**src/rtl/asp_pkg.sv**
```systemverilog
// asp_pkg: opcode constants shared with the control unit and the executor state encoding.
// Also holds the saturating 16-bit increment used by the alert counter.
package asp_pkg;

    localparam logic [1:0] OP_NOP = 2'b00;
    localparam logic [1:0] OP_TXE = 2'b01;
    localparam logic [1:0] OP_RXA = 2'b10;
    localparam logic [1:0] OP_LOG = 2'b11;

    typedef enum logic [2:0] {
        ST_IDLE,
        ST_TX,
        ST_RX,
        ST_LOG,
        ST_CHK,
        ST_DONE
    } exec_state_t;

    function automatic logic [15:0] sat_inc16(input logic [15:0] value);
        return (value == 16'hFFFF) ? value : value + 16'd1;
    endfunction

endpackage

```
**src/rtl/asp_stall_timer.sv**
```systemverilog
// asp_stall_timer: counts consecutive stall cycles; expired flags the TIMEOUT_CYC-th one.
// clear has priority over enable and returns the count to zero.
module asp_stall_timer #(
    parameter int unsigned TIMEOUT_CYC = 255
) (
    input  logic clk,
    input  logic reset,
    input  logic clear,
    input  logic enable,
    output logic expired
);

    localparam int unsigned TW = (TIMEOUT_CYC > 1) ? $clog2(TIMEOUT_CYC) : 1;

    logic [TW-1:0] count;

    // count holds the number of stall cycles already seen, so the current one is count+1
    assign expired = enable && (count == TW'(TIMEOUT_CYC - 1));

    always_ff @(posedge clk or posedge reset) begin
        if (reset) begin
            count <= '0;
        end else if (clear) begin
            count <= '0;
        end else if (enable && !expired) begin
            count <= count + 1'b1;
        end
    end

endmodule

```
**src/rtl/asp_op_executor.sv**
```systemverilog
// asp_op_executor: runs TXE/RXA bursts with XOR pass-through and LOG alert counting.
// Define ASP_CHECKSUM_EN to append a running-XOR checksum word to every burst.
module asp_op_executor
    import asp_pkg::*;
#(
    parameter int unsigned       DATA_W      = 32,
    parameter int unsigned       BURST_LEN   = 4,
    parameter logic [DATA_W-1:0] KEY         = 32'hA5A5_5A5A,
    parameter int unsigned       TIMEOUT_CYC = 255
) (
    input  logic              clk,
    input  logic              reset,
    input  logic [1:0]        opcode_in,
    input  logic [DATA_W-1:0] host_data_in,
    input  logic              host_valid_in,
    output logic              host_ready_out,
    output logic [DATA_W-1:0] net_tx_data_out,
    output logic              net_tx_valid_out,
    input  logic              net_tx_ready_in,
    input  logic [DATA_W-1:0] net_rx_data_in,
    input  logic              net_rx_valid_in,
    output logic              net_rx_ready_out,
    output logic [DATA_W-1:0] host_rx_data_out,
    output logic              host_rx_valid_out,
    input  logic              host_rx_ready_in,
    output logic [15:0]       log_count_out,
    output logic              busy_out,
    output logic              done_out,
    output logic              err_out
);

    localparam int unsigned CW = (BURST_LEN > 1) ? $clog2(BURST_LEN) : 1;

`ifdef ASP_CHECKSUM_EN
    localparam exec_state_t BURST_END = ST_CHK;
`else
    localparam exec_state_t BURST_END = ST_DONE;
`endif

    exec_state_t   state;
    logic [CW-1:0] wcnt;
    logic [15:0]   log_count;
    logic          tx_xfer;
    logic          rx_xfer;
    logic          xfer;
    logic          active;
    logic          last_word;
    logic          stall_clear;
    logic          stall_en;
    logic          expired;

`ifdef ASP_CHECKSUM_EN
    logic              chk_rx;
    logic [DATA_W-1:0] sum;
    logic              chk_xfer;
    logic              chk_ok;
`endif

    always_comb begin
        tx_xfer   = (state == ST_TX) && host_valid_in && net_tx_ready_in;
        rx_xfer   = (state == ST_RX) && net_rx_valid_in && host_rx_ready_in;
        last_word = (wcnt == CW'(BURST_LEN - 1));
        active    = (state == ST_TX) || (state == ST_RX);
        xfer      = tx_xfer || rx_xfer;
`ifdef ASP_CHECKSUM_EN
        chk_xfer  = (state == ST_CHK) && (chk_rx ? net_rx_valid_in : net_tx_ready_in);
        chk_ok    = !chk_rx || ((net_rx_data_in ^ KEY) == sum);
        active    = active || (state == ST_CHK);
        xfer      = xfer || chk_xfer;
`endif
    end

    // Idle states hold the timer clear, so every TX/RX entry starts from zero
    assign stall_clear = !active || xfer;
    assign stall_en    = active && !xfer;

    asp_stall_timer #(
        .TIMEOUT_CYC(TIMEOUT_CYC)
    ) u_stall_timer (
        .clk    (clk),
        .reset  (reset),
        .clear  (stall_clear),
        .enable (stall_en),
        .expired(expired)
    );

    always_comb begin
        host_ready_out    = (state == ST_TX) && net_tx_ready_in;
        net_tx_valid_out  = (state == ST_TX) && host_valid_in;
        net_tx_data_out   = (state == ST_TX) ? (host_data_in ^ KEY) : '0;
        net_rx_ready_out  = (state == ST_RX) && host_rx_ready_in;
        host_rx_valid_out = (state == ST_RX) && net_rx_valid_in;
        host_rx_data_out  = (state == ST_RX) ? (net_rx_data_in ^ KEY) : '0;
        err_out           = expired;
`ifdef ASP_CHECKSUM_EN
        if (state == ST_CHK) begin
            if (chk_rx) begin
                net_rx_ready_out = 1'b1;
            end else begin
                net_tx_valid_out = 1'b1;
                net_tx_data_out  = sum ^ KEY;
            end
        end
        err_out = expired || (chk_xfer && !chk_ok);
`endif
    end

    assign done_out      = (state == ST_DONE);
    assign busy_out      = (state != ST_IDLE);
    assign log_count_out = log_count;

    always_ff @(posedge clk or posedge reset) begin
        if (reset) begin
            state     <= ST_IDLE;
            wcnt      <= '0;
            log_count <= '0;
`ifdef ASP_CHECKSUM_EN
            chk_rx    <= 1'b0;
            sum       <= '0;
`endif
        end else begin
            case (state)
                ST_IDLE: begin
                    wcnt <= '0;
                    case (opcode_in)
                        OP_TXE: begin
                            state <= ST_TX;
`ifdef ASP_CHECKSUM_EN
                            chk_rx <= 1'b0;
                            sum    <= '0;
`endif
                        end
                        OP_RXA: begin
                            state <= ST_RX;
`ifdef ASP_CHECKSUM_EN
                            chk_rx <= 1'b1;
                            sum    <= '0;
`endif
                        end
                        OP_LOG:  state <= ST_LOG;
                        default: state <= ST_IDLE;
                    endcase
                end
                ST_TX, ST_RX: begin
                    if (expired) begin
                        state <= ST_IDLE;
                    end else if (xfer) begin
`ifdef ASP_CHECKSUM_EN
                        sum <= sum ^ (tx_xfer ? host_data_in : (net_rx_data_in ^ KEY));
`endif
                        if (last_word) begin
                            wcnt  <= '0;
                            state <= BURST_END;
                        end else begin
                            wcnt <= wcnt + 1'b1;
                        end
                    end
                end
`ifdef ASP_CHECKSUM_EN
                ST_CHK: begin
                    if (expired) begin
                        state <= ST_IDLE;
                    end else if (chk_xfer) begin
                        state <= chk_ok ? ST_DONE : ST_IDLE;
                    end
                end
`endif
                ST_LOG: begin
                    log_count <= sat_inc16(log_count);
                    state     <= ST_DONE;
                end
                ST_DONE: state <= ST_IDLE;
                default: state <= ST_IDLE;
            endcase
        end
    end

endmodule

```
**config.mk**
```make
export PLATFORM = sky130hd
export DESIGN_NAME = asp_op_executor
export DESIGN_NICKNAME = d
export VERILOG_FILES = /design/src/rtl/asp_pkg.sv /design/src/rtl/asp_stall_timer.sv /design/src/rtl/asp_op_executor.sv
export SDC_FILE = /design/constraint.sdc
export NUM_CORES = 1
export LEC_CHECK = 0
export ABC_AREA = 1
export CAP_MARGIN = 20
export CELL_PAD_IN_SITES_DETAIL_PLACEMENT = 1
export CELL_PAD_IN_SITES_GLOBAL_PLACEMENT = 1
export CORE_UTILIZATION = 21
export CTS_CLUSTER_DIAMETER = 50
export CTS_CLUSTER_SIZE = 40
export DETAILED_ROUTE_END_ITERATION = 8
export PLACE_DENSITY_LB_ADDON = 0.08
export SYNTH_ARGS = -nofsm -noshare
export SYNTH_HDL_FRONTEND = slang
export SYNTH_SLANG_ARGS = --single-unit
```
**constraint.sdc**
```tcl
create_clock -name clk -period 1.9 [get_ports clk]
set_input_delay 0.57 -clock clk [delete_from_list [all_inputs] [get_ports clk]]
set_output_delay 0.57 -clock clk [all_outputs]
set_load 0.02 [all_outputs]
```
==> flow_summary.json <==
{
  "status": "finished, violations left",
  "violations": "setup timing",
  "num_rows": 35,
  "worstPathCellList": "nor2_4 -> buf_6 -> nand4_1 -> nand2_2 -> inv_2 -> nand3_2 -> inv_2 -> buf_6",
  "synth_area_per_cell_um2": 6.459,
  "clock_latency_ns": 0.29,
  "hp-class": "reg -> reg",
  "synthCells": 321,
  "hold_end": "wcnt[1]",
  "p_int_uw": 2498,
  "finalCriticalPeriod_ns": 2.138,
  "synth_top_family_by_area": "simple AND/OR/NAND/NOR gates",
  "final_antenna_net_count": 0,
  "drive_above_1_share_pct": 36.28,
  "rsz0062_at_grt": "true",
  "grt_pass1_wl_mm": 14.41,
  "cts_tree": "yes",
  "first_global_vias": 2992,
  "final_nets": 597,
  "p_per_area_nw_per_um2": 1044,
  "drt-pass1-iter-count": 2,
  "cts.sinks": 29,
  "seq_power_share_pct": 18.5,
  "yosys.area_share.simple_pct": 36.57,
  "via_per_inst": 4.206,
  "setup_ws_ns": -0.2382,
  "fmax_mhz": 467.7,
  "reg2reg_to": "state[1]",
  "max-slew-margin-rel_pct": 68.31,
  "layout_commonest_cell": "buf_4",
  "vdd_drop_max_mv": 0.5560,
  "synthAdderAreaFrac_pct": 2.414,
  "finalHoldViolCount": 0,
  "grt_overflow": 0,
  "synth-compound-area-share_pct": 5.250,
  "drv_cap": 0,
  "cp_num_cells": 8,
  "layout_common_cells": "buf_4, clkdlybuf4s50_1, nand2_1",
  "crit_path_max_incr_delay_ns": 0.44,
  "ys_ff_latch": 29,
  "port_buffers": 158,
  "cts_max_level": 2,
  "r2r_start": "state[2]",
  "cp.arrival_ns": 1.57,
  "numCtsBuffers": 5,
  "wl_mm": 9.296,
  "synthDistinctLibCells": 24,
  "grt_max_degree": 35,
  "area_growth_pct": 113.9,
  "min-delay-start": "wcnt[1]",
  "power_switching_uw": 2133,
  "cp_max_fo": 2,
  "slowest_stage": "dfrtp_2",
  "worstPathRequired_ns": 1.33,
  "track_usage_pct": 18.18,
  "start_kind": "register",
  "sw_frac_of_total_pct": 46.06,
  "start_util_pct": 22.02,
  "io-pin-count": 159,
  "syn_area_um2": 2073,
  "async_flop_share_pct": 100.0,
  "combPwrFrac_pct": 70.0,
  "p_leak_uw": 0.002220,
  "crit_buf_inv": 4,
  "n_fill_cell": 1165,
  "post-place-ws_ns": -0.7331,
  "syn_nets": 397,
  "clk_path_buf_depth": 2,
  "seq_area_frac_synth_pct": 35.00,
  "drt_iter0_markers": 28,
  "p_clk_share_pct": 11.5,
  "cts-root-buf": "clkbuf_8",
  "wire_per_inst_um": 14.28,
  "synth_edf_count": 0,
  "crit_type": "reg -> out",
  "r2r_setup_slack_ns": 0.03,
  "ys.flop_type": "dfrtp_1",
  "slew_violations": 0,
  "setup-violations-final": 69,
  "coreArea_um2": 9415,
  "yosysWarningCount": 0,
  "r2r_cells": 11,
  "min_period_over_period_pct": 112.5,
  "die_x_um": 101.4,
  "drc": 0,
  "antenna_found_initial": 1,
  "skew_ns": 0.004792,
  "ctsHoldBuffers": 0,
  "synth-xor-area-share_pct": 7.544,
  "placed_cells": 630,
  "hold_depth": 2,
  "worst_pin_slew_ns": 0.4717,
  "crit_start": "state[2]",
  "dp_hpwl_mm": 7.153,
  "vias": 2738,
  "synth.mux.area_fraction_pct": 0,
  "die_h_um": 101.4,
  "crit_family": "simple AND/OR/NAND/NOR gates",
  "instances_no_fill": 651,
  "critPathCaptureType": "output pin",
  "cts.clk_slew.worst_paths_ns": 0.07,
  "fp.dieArea_um2": 10270,
  "gp_congestion": 0.7674
}
-- synthesized netlist by cell type (5+ instances only) --
cell       n  area share, %
dfrtp_1   29             35
nand2_1   65             12
inv_1     61             11
o21ai_0    6            1.4
nand3_1   16            3.9
a21oi_1    6            1.4
nor2_1    86             16
xnor2_1    6            2.5
nand4_1    5            1.5
xor2_1    10            4.2
nor3_1     5            1.2
clkbuf_1   6            1.1
-- final cells by class --
class,count,area [um^2],share of cell area (%)
diodes,1,2.502,0.05642
clock buffers,7,86.33,1.946
inverters,62,232.7,5.247
multi-input cells,222,1318,29.70
flip-flops and latches,29,730.7,16.47
well taps,129,161.4,3.639
repair buffers,201,1904,42.93
-- stage by stage --
stage | power, uW | setup TNS [ns] | area (um^2) | utilization (%) | hold slack, ns
floorplan | 2086 | 0 | 2073 | - | 0.4798
global placement | 3500 | -28.00 | 4025 | 42.75 | 0.5006
detailed placement | 3534 | -28.88 | 4025 | 42.75 | 0.5152
CTS | 4343 | -7.139 | 4235 | 44.98 | 0.5295
global route | 4920 | -14.48 | 4436 | 47.11 | 0.5670
finish | 4630 | -9.700 | 4436 | 47.11 | 0.5255
-- cell families after synthesis --
logic type               after synthesis
XOR/XNOR                              17
AND/OR/NAND/NOR                      183
flip-flops                            29
adder cells (fa/ha/maj)                4
AO/OA/AOI/OAI                         18
buffers and inverters                 70
-- routing by layer --
| layer | part of all wire (%) | global-route usage (%) |
|---|---|---|
| met3 | 8.5 | 6.970 |
| met4 | 2.1 | 6.577 |
| met1 | 39 | 19.59 |
| met2 | 50 | 32.34 |
| met5 | 0 | 0 |
-- worst min-delay path, stage by stage (launching register included) --
cell,delay [ns]
dfrtp_1,0.35
nand3_1,0.08
nand2_1,0.06
-- power groups by stage --
stage / Combinational (uW) / Sequential [uW] / Clock [uW]
6_report: 3240 / 855 / 534
5_1_grt: 3470 / 875 / 577
3_3_place_gp: 2660 / 840 / 0
2_1_floorplan: 1210 / 878 / 0
4_1_cts: 2950 / 849 / 543
3_5_place_dp: 2690 / 848 / 0
-- how the worst max path moves through the flow --
stage                          endpoint  slack, ns
floorplan           net_tx_data_out[10]       0.11
global placement                err_out      -0.70
detailed placement              err_out      -0.73
CTS                 host_rx_data_out[3]      -0.17
global route                    err_out      -0.33
finish                          err_out      -0.24
-- sequential cells by signal, summed over array words and instances, names as in the netlist --
| register | count |
|---|---|
| u_stall_timer.count | 8 |
| log_count_out | 16 |
| state | 3 |
| wcnt | 2 |
-- what timing repair did --
action / 4_1_cts / 5_1_grt
endpoints found under the hold margin: 0 / 0
setup endpoints to repair: 82 / 89
setup buffers: 12 / 3
gates resized for setup: 435 / 47
cloned: 1 / 1
pin swaps: 4 / 9
Note: power is estimated with default switching activity, not from simulation.
